**config.mk**
```make
export PLATFORM = sky130hd
export DESIGN_NAME = exc_ctrl
export DESIGN_NICKNAME = d
export VERILOG_FILES = /design/src/rtl/exc_ctrl.sv
export SDC_FILE = /design/constraint.sdc
export NUM_CORES = 1
export LEC_CHECK = 0
export ABC_CLOCK_PERIOD_IN_PS = 4270
export CAP_MARGIN = 30
export CORE_ASPECT_RATIO = 0.5
export CORE_MARGIN = 5
export CORE_UTILIZATION = 41
export CTS_CLUSTER_SIZE = 24
export DETAILED_ROUTE_END_ITERATION = 10
export PLACE_DENSITY = 0.95
export SLEW_MARGIN = 20
export SYNTH_ARGS = -nofsm -noshare
export SYNTH_HDL_FRONTEND = slang
export SYNTH_SLANG_ARGS = --single-unit
export TNS_END_PERCENT = 5
```
**constraint.sdc**
```tcl
create_clock -name i_clk -period 4.27 [get_ports i_clk]
set_clock_uncertainty 0.15 [all_clocks]
set_input_delay 0.427 -clock i_clk [delete_from_list [all_inputs] [get_ports i_clk]]
set_output_delay 0.427 -clock i_clk [all_outputs]
set_load 0.01 [all_outputs]
```
**src/rtl/exc_ctrl.sv**
```systemverilog
// Exception sequencer: detects trap/eret in decode, requests CP0, then redirects the PC.
module exc_ctrl #(
  parameter int unsigned COUNT_W = 16
) (
  input  logic               i_clk,
  input  logic               i_rst,
  input  logic               i_instr_valid,
  input  logic               i_op_syscall,
  input  logic               i_op_break,
  input  logic               i_op_teq,
  input  logic               i_op_eret,
  input  logic               i_teq_eq,
  input  logic               i_op_mfc0,
  input  logic               i_op_mtc0,
  input  logic [4:0]         i_rd_in,
  input  logic [31:0]        i_pc,
  input  logic [31:0]        i_status,
  input  logic [31:0]        i_exc_addr,
  output logic               o_cp0_exception,
  output logic               o_cp0_eret,
  output logic [4:0]         o_cp0_cause,
  output logic [31:0]        o_cp0_pc,
  output logic               o_cp0_mfc0,
  output logic               o_cp0_mtc0,
  output logic [4:0]         o_cp0_rd,
  output logic               o_stall,
  output logic               o_pc_load,
  output logic [31:0]        o_pc_target,
  output logic               o_busy,
  output logic [COUNT_W-1:0] o_exc_count,
  output logic [2:0]         o_handler_depth
);

  localparam int unsigned CAUSE_W = 5;
  localparam int unsigned DEPTH_W = 3;
  localparam logic [CAUSE_W-1:0] CAUSE_SYSCALL = 5'b01000;
  localparam logic [CAUSE_W-1:0] CAUSE_BREAK   = 5'b01001;
  localparam logic [CAUSE_W-1:0] CAUSE_TEQ     = 5'b01101;
  localparam logic [CAUSE_W-1:0] CAUSE_ERET    = 5'b00000;
  localparam logic [DEPTH_W-1:0] DEPTH_MAX     = 3'd7;

  typedef enum logic [1:0] {S_IDLE, S_REQ, S_WAIT, S_REDIR} state_e;
  typedef enum logic [1:0] {K_SYSCALL, K_BREAK, K_TEQ, K_ERET} kind_e;

  state_e               r_state;
  state_e               w_next;
  kind_e                r_kind;
  kind_e                w_kind;
  logic [CAUSE_W-1:0]   w_cause;
  logic                 w_detect;
  logic                 w_taken;
  logic                 w_idle;
  logic                 w_unused;

  logic                 r_cp0_exception;
  logic                 r_cp0_eret;
  logic [CAUSE_W-1:0]   r_cp0_cause;
  logic [31:0]          r_cp0_pc;
  logic                 r_pc_load;
  logic [31:0]          r_pc_target;
  logic                 r_busy;
  logic [COUNT_W-1:0]   r_exc_count;
  logic [DEPTH_W-1:0]   r_handler_depth;

  // Only the three enable bits of status matter here.
  assign w_unused = ^{i_status[31:4], i_status[0]};

  // Trap detection and priority encode (eret > syscall > break > teq).
  always_comb begin
    w_idle   = (r_state == S_IDLE);
    w_detect = w_idle & i_instr_valid &
               (i_op_eret | i_op_syscall | i_op_break | (i_op_teq & i_teq_eq));
    w_kind   = K_TEQ;
    w_cause  = CAUSE_TEQ;
    if (i_op_eret) begin
      w_kind  = K_ERET;
      w_cause = CAUSE_ERET;
    end else if (i_op_syscall) begin
      w_kind  = K_SYSCALL;
      w_cause = CAUSE_SYSCALL;
    end else if (i_op_break) begin
      w_kind  = K_BREAK;
      w_cause = CAUSE_BREAK;
    end
  end

  // Status enable bit for the latched trap kind; eret is never counted as taken.
  always_comb begin
    w_taken = 1'b0;
    case (r_kind)
      K_SYSCALL: w_taken = i_status[1];
      K_BREAK:   w_taken = i_status[2];
      K_TEQ:     w_taken = i_status[3];
      default:   w_taken = 1'b0;
    endcase
  end

  // Next-state and combinational pipeline controls.
  always_comb begin
    w_next     = r_state;
    o_stall    = w_detect | ~w_idle;
    o_cp0_mtc0 = i_instr_valid & i_op_mtc0 & w_idle & ~w_detect;
    o_cp0_mfc0 = i_instr_valid & i_op_mfc0 & w_idle & ~w_detect;
    o_cp0_rd   = i_rd_in;
    case (r_state)
      S_IDLE:  if (w_detect) w_next = S_REQ;
      S_REQ:   w_next = S_WAIT;
      S_WAIT:  w_next = S_REDIR;
      S_REDIR: w_next = S_IDLE;
      default: w_next = S_IDLE;
    endcase
  end

  // State register.
  always_ff @(posedge i_clk or negedge i_rst) begin
    if (!i_rst) r_state <= S_IDLE;
    else        r_state <= w_next;
  end

  // Request/redirect outputs, latched at detect so they are valid for the REQ cycle only.
  always_ff @(posedge i_clk or negedge i_rst) begin
    if (!i_rst) begin
      r_cp0_exception <= 1'b0;
      r_cp0_eret      <= 1'b0;
      r_cp0_cause     <= '0;
      r_cp0_pc        <= '0;
      r_kind          <= K_SYSCALL;
      r_pc_target     <= '0;
      r_pc_load       <= 1'b0;
      r_busy          <= 1'b0;
    end else begin
      r_cp0_exception <= (w_next == S_REQ);
      r_cp0_eret      <= (w_next == S_REQ) && (w_kind == K_ERET);
      r_cp0_cause     <= (w_next == S_REQ) ? w_cause : '0;
      r_cp0_pc        <= (w_next == S_REQ) ? i_pc : '0;
      if (w_next == S_REQ) r_kind <= w_kind;
      if (r_state == S_WAIT) r_pc_target <= i_exc_addr;
      r_pc_load       <= (w_next == S_REDIR);
      r_busy          <= (w_next != S_IDLE);
    end
  end

  // Taken-exception count and handler nesting depth, both saturating.
  always_ff @(posedge i_clk or negedge i_rst) begin
    if (!i_rst) begin
      r_exc_count     <= '0;
      r_handler_depth <= '0;
    end else if (r_state == S_REQ) begin
      if (r_kind == K_ERET) begin
        if (r_handler_depth != '0) r_handler_depth <= r_handler_depth - DEPTH_W'(1);
      end else if (w_taken) begin
        if (r_exc_count != '1) r_exc_count <= r_exc_count + COUNT_W'(1);
        if (r_handler_depth != DEPTH_MAX) r_handler_depth <= r_handler_depth + DEPTH_W'(1);
      end
    end
  end

  assign o_cp0_exception = r_cp0_exception;
  assign o_cp0_eret      = r_cp0_eret;
  assign o_cp0_cause     = r_cp0_cause;
  assign o_cp0_pc        = r_cp0_pc;
  assign o_pc_load       = r_pc_load;
  assign o_pc_target     = r_pc_target;
  assign o_busy          = r_busy;
  assign o_exc_count     = r_exc_count;
  assign o_handler_depth = r_handler_depth;

endmodule

```
## After elaboration in Yosys (flattened, before gate mapping)

Index checks and enable logic that the tools add are counted.

| operators by class | value |
|---|---|
| add/subtract/negate cells | 3 |
| equality and inequality tests | 12 |
| mux-type cells | 15 |
| bitwise gates (word level) | 16 |
| reduce and logical (&&, ||, !) cells | 9 |

Operators by type and width:

| kind | number |
|---|---|
| $mux 32 | 1 |
| $mux 3 | 6 |
| $add 16x1->16 const B | 1 |
| $ne 16x16->1 const B | 1 |
| $eq 2x2->1 const B | 6 |
| $mux 5 | 2 |
| $and 1x1->1 | 9 |
| $mux 2 | 4 |
| $pmux 2 s4 | 1 |
| $reduce_and 4->1 | 2 |
| $eq 2x1->1 const B | 3 |
| $reduce_bool 2->1 | 3 |
| $logic_not 2->1 | 2 |
| $or 1x1->1 | 4 |
| $add 3x1->3 const B | 1 |
| $ne 3x3->1 const B | 1 |
| $not 1->1 | 3 |
| $pmux 1 s3 | 1 |
| $reduce_bool 3->1 | 1 |
| $sub 3x1->3 const B | 1 |
| $ne 2x1->1 const B | 1 |
| $logic_and 1x1->1 | 1 |

| word-level totals | value |
|---|---|
| bits in registers | 96 |
| input bits | 111 |
| output and inout bits | 100 |
| word-level logic and storage cells | 66 |

## Logic depth before layout (Yosys ltp)

| logic depth | value |
|---|---|
| depth in word-level cells | 8 |
| mapped depth | 10 |
| gate-level depth less buffers | 7 |

## Worst setup path before layout

Ideal clock, no wire load.

| timing path | value |
|---|---|
| path kind | register to register |
| start point | register r_exc_count[0], in the netlist o_exc_count[0] |
| end point | register r_exc_count[1], in the netlist o_exc_count[1] |
| library setup time | 125 ps |
| arrival | 1828 ps |
| required time | 3995 ps |
| slack | 2167 ps |
| cell stages (with the launch flop) | 7 |
| path buffers | 1 |
| period minus slack after synthesis | 2103 ps |
| cells stage by stage | dfrtp_1 -> ha_1 -> nand4_1 -> or4_4 -> o211a_1 -> buf_6 -> mux2_4 |

| between the ends | value |
|---|---|
| word-level cells in the longest chain between the ends | 2 |
| elaborated cells on any way between the ends | 3 |
| those cells by class | 1 x add/sub; 1 x eq/ne; 1 x reduce/logical |

Ends and longest elaborated chain:

| item | line | source |
|---|---|---|
| start: declaration | 62 | `logic [COUNT_W-1:0] r_exc_count;` |
| start signal: assignment | 152 | `if (r_exc_count != '1) r_exc_count <= r_exc_count + COUNT_W'(1);` |
| parallel branches: the longest is 2 deep, another holds $add 16x1->16 | -- |  |

Parallel ways; which one is timed is not known.
A chain may end at the register's enable or synchronous reset.

## Worst setup path after layout

| timing path | value |
|---|---|
| start point | input i_op_syscall |
| end point | output o_cp0_mtc0 |

| between the ends | value |
|---|---|
| word-level cells in the longest chain between the ends | 6 |

Ends and longest elaborated chain:

| item | line | source |
|---|---|---|
| start: declaration | 8 | `input logic i_op_syscall,` |
| $or 1x1->1 (3 in series) | 72 | `(i_op_eret \| i_op_syscall \| i_op_break \| (i_op_teq & i_teq_eq));` |
| $and 1x1->1 | 71 | `w_detect = w_idle & i_instr_valid &` |
| $not 1->1 | 102 | `o_cp0_mtc0 = i_instr_valid & i_op_mtc0 & w_idle & ~w_detect;` |
| $and 1x1->1 | 102 |  |
| end: declaration | 24 | `output logic o_cp0_mtc0,` |

Every way passes these cells.

==> results by stage <==
Critical path:
- The setup slack of the most critical reg-to-reg path is 1550 ps.
- The signal on the critical path passes through clkdlybuf4s50_1, a2111o_1, nor2_1, and2_1, clkdlybuf4s50_1.
- In this run the critical register-to-register path is launched from r_state[0].
- The number of buffers and inverters on the critical path is 2.
- The cell with the largest stage delay on the worst path is clkdlybuf4s50_1.
- The kind of cell with the highest combined delay on the critical path is buffers and inverters.
- The data arrival time at the worst-slack endpoint is 2210 ps.
- The kind of critical path is input pin to primary output.
- STA classifies the critical path endpoint as a primary output.
- In this design, the critical path's most frequently occurring cell is clkdlybuf4s50_1.
- In this run the worst path has a maximum fanout of 3.
- STA puts the critical path data required time at between 3000 and 4000 ps.
- The critical register-to-register path endpoint is o_cp0_cause[2].
- The cell depth of the worst flop-to-flop path is 9.
- The launching element type of the critical path is an input pin.
- The delay of the slowest cell on the worst path is around 530 ps.

Floorplan:
- The floorplan has 24 rows.
- The die extent in y is 77.4 microns.
- After floorplanning, the core was sized to cover between 8000 and 9000 sq um.
- The full die area is 11,200 sq um.
- The initial core utilization is 42.4%.
- The die span in x is roughly 140 microns.
- The number of top-level design ports is roughly 210.

Power and ir drop:
- The total power per unit cell area is 689 nW/um^2.
- The leakage power is 2.50 nW.
- The overall power of the completed layout is 0.00400 W.
- IR analysis of the VDD net gives a maximum drop of 0.388 mV.
- The clock network fraction of total power is between 10% and 20%.
- The cell-internal power is 0.00276 W.
- The power share of the combinational group is between 40% and 50%.
- Net switching is 31.0% of the power.
- Summed over all nets, the switching power comes to 0.00124 W.
- The share of total power dissipated in sequential elements is 36.3%.

Cells and area:
- Relative to the synthesized area, the layout overhead comes to 55.6%.
- Of the cells placed in the final design, the portion with a size suffix greater than 1 is 12.4%.
- The design area is approximately 5800 sq um.
- The antenna diode instance count is 0.
- The fill cell total of the finished layout is 659.
- At the end of the flow the core is filled with cells to 66.0%.
- In the final design database the tool counted 571 nets.

Synth:
- Summing the sequential cell areas from Yosys gives 63.1% of the chip area.
- The share of Yosys cell area claimed by the top area cell type is 63.1%.
- The share of async-settable or async-resettable flops after synthesis is 100%.
- The library cell with the largest summed area after synthesis is dfrtp_1.
- The count of flip-flops with a built-in enable after synthesis is 0.
- The most used standard cell by instance count after synthesis is dfrtp_1.
- By count the netlist is led by dfrtp_1 (94), and2_1 (37), mux2_2 (34), nand2_1 (13), nor2_1 (13).
- The post-synth design cell area is 3730 sq um.
- The most used flip-flop cell after synthesis is dfrtp_1.
- Yosys printed 0 warnings.
- Sorting the synthesized cells by area gives the leading types as dfrtp_1 (63%), mux2_2 (10%), and2_1 (6.2%).
- After technology mapping, the gate count stands at 285.
- The number of synthesized register bits is 94.
- The mean instance size in the synthesized netlist is 13.1 sq um.
- The distinct cell type count of the synthesized netlist is 42.

Place:
- The post-placement worst setup slack is roughly 1500 ps.
- The routability-driven placement congestion ratio is 0.811.
- The cell area after placement is 5510 sq um.
- The HPWL after detailed placement is 7.29 mm.
- Input and output buffers added on the ports amount to between 150 and 200.

Min path:
- The number of instances on the worst hold path is 1.
- The min-delay analysis places its worst path in the category flop to flop.
- The worst hold path terminates at o_pc_target[30].
- In this run the most critical hold path is launched from o_pc_target[30].

Timing:
- In the finished design, the share of the clock period the worst path needs comes to 65.3%.
- Timing would allow up to 358 MHz.
- The setup slack of the critical path after layout is 1480 ps.
- The relative slew slack is 57.4%.
- The actual slew at the worst max-slew pin is 637 ps.
- Subtracting the final worst setup slack from the clock period gives 2790 ps.
- The number of hold violations in the final report is 0.
- Setup violations remaining at the end of the flow were counted as 0.
- Summed over all failing endpoints, the final setup total negative slack is 0 ps.
- The max-slew violation count is 0.
- Setup repair after global routing left no endpoint under its margin.

Clock tree:
- The maximum root-to-sink buffer count is 2.
- In this run, CTS created clock tree buffers numbering 9.
- The number of clock sinks is 94.
- The level count of the clock H-tree is 3.
- Clock latency on the worst-skew pair, taken at its later pin, is 330 ps.
- The CTS tree is built.
- After clock tree synthesis, the clock-pin slew on the worst setup and hold paths is approximately 60 ps.
- The number of buffers inserted to repair setup after CTS is 0.
- The cell sitting at the root of the clock tree is a clkbuf_16.
- The post-cts resize count is 0.

GRT:
- The number of antenna violations at the first check in global routing is 0.
- Global routing consumed, over all layers together, 17.5% of the routing resources.
- The total overflow left after global routing is 0.
- Entering global routing, the biggest net connects 53 pins.
- The number of global-route vias before repair was 2,880.
- The wire length of the first global-routing pass is 15.2 mm.

Routing:
- The initial DRC count is 149.
- The detailed-route vias per instance is around 4.7.
- The routed wire length is 9.46 mm.
- The average routed wire per standard cell is 16.4 microns.
- The number of detailed-route iterations in the first pass is 4.
- The total vias in the final route is 2,699.
- After detailed routing, the number of remaining DRC violations is 0.
- The residual antenna-violating net count after detailed routing is 0.

Flow run:
- The tool flagged a number of max-cap violations equal to 0.

Run status:
- The run finished with clean final reports.
==> routing by layer <==
metal / track usage [%] / up-vias / routed length [microns]
li1: - / 1280 / -
met1: 18.2 / 1330 / 3380
met2: 33.5 / 73 / 5350
met3: 5.47 / 16 / 564
met4: 5.12 / 0 / 166
met5: 0 / - / 0
==> per-stage QoR <==
step / instances / hold WS (ps)
2_1_floorplan: 286 / -18.6
3_3_place_gp: 558 / 336
3_5_place_dp: 559 / 345
4_1_cts: 575 / 358
5_1_grt: 575 / 364
6_report: 575 / 354
==> cell usage in the layout (no fill, tap or decap), types with 2 or more instances in the layout <==
master	Yosys	final
a21oi_1	6	6
nor2_1	13	13
inv_1	8	8
nand4_1	6	6
clkbuf_1	7	2
dfrtp_1	94	94
mux2_2	34	34
nand3_1	8	8
clkbuf_8	0	4
clkdlybuf4s50_1	0	168
xor2_1	4	4
buf_4	7	3
and2_1	37	37
nor3_1	2	2
conb_1	1	2
xnor2_1	10	10
o21ai_0	4	4
ha_1	5	5
nand2_1	13	13
clkbuf_16	0	9
==> worst max path at each step <==
| stage | from | end | slack (ps) | cells past startpoint |
|---|---|---|---|---|
| floorplan | o_exc_count[0] | o_exc_count[1] | 2170 | 6 |
| CTS | i_op_syscall | o_cp0_mtc0 | 1460 | 5 |
| detailed placement | i_op_syscall | o_cp0_mtc0 | 1470 | 5 |
| global route | r_state[0] | o_cp0_cause[2] | 1250 | 9 |
| finish | i_op_syscall | o_cp0_mtc0 | 1480 | 5 |
| global placement | r_state[0] | o_cp0_cause[0] | 1380 | 8 |
==> worst register-to-register path, cell delays in order, from the launching register on <==
cell and delay (ps):
dfrtp_1 400, inv_1 120, ha_1 150, buf_4 370
mux2_2 240, a31o_2 110, nor2b_2 550, buf_8 240
nor2b_1 190, and2_1 150
==> power groups by stage <==
stage | logic (W) | clock network, W | registers (W)
after floorplan | 0.000652 | 0 | 0.00162
after global placement | 0.00173 | 0 | 0.00143
after detailed placement | 0.00181 | 0 | 0.00146
after CTS | 0.00182 | 0.000779 | 0.00145
after global routing | 0.00192 | 0.000830 | 0.00150
final | 0.00179 | 0.000763 | 0.00145
==> final cells by class <==
| type | instances | area (sq um) | share of cell area, % |
|---|---|---|---|
| Timing Repair Buffer | 173 | 1730 | 29.8 |
| Tap cell | 117 | 146 | 2.52 |
| Inverter | 8 | 30.0 | 0.517 |
| Sequential cell | 94 | 2350 | 40.5 |
| Clock buffer | 15 | 288 | 4.96 |
| Multi-Input combinational cell | 168 | 1260 | 21.7 |
==> kinds of logic (layout without fill, tap and decap cells) <==
| family | after synthesis | after routing | share of synthesized area [%] |
|---|---|---|---|
| adders and majority gates | 6 | 6 | 2.21 |
| buffers and inverters | 24 | 196 | 3.35 |
| other | 1 | 2 | 0.101 |
| DFF | 94 | 94 | 63.1 |
| muxes | 36 | 36 | 10.9 |
| xor gates and xnor gates | 14 | 14 | 3.29 |
| and+or+nand+nor | 90 | 90 | 13.4 |
| AOI/OAI and AO/OA | 20 | 20 | 3.66 |
==> registers in the layout, summed over array words and instances (netlist names), 2 cells and up <==
| signal | cells |
|---|---|
| o_pc_target | 32 |
| o_exc_count | 16 |
| r_kind | 2 |
| o_cp0_cause | 3 |
| o_handler_depth | 3 |
| o_cp0_pc | 32 |
| r_state | 2 |
==> repair_timing <==
action / CTS / global route
endpoints found under the setup margin: 0 / 0
hold buffers: 1 / 0
hold endpoints to repair: 11 / 0
Power figures use the tool's default switching activity.
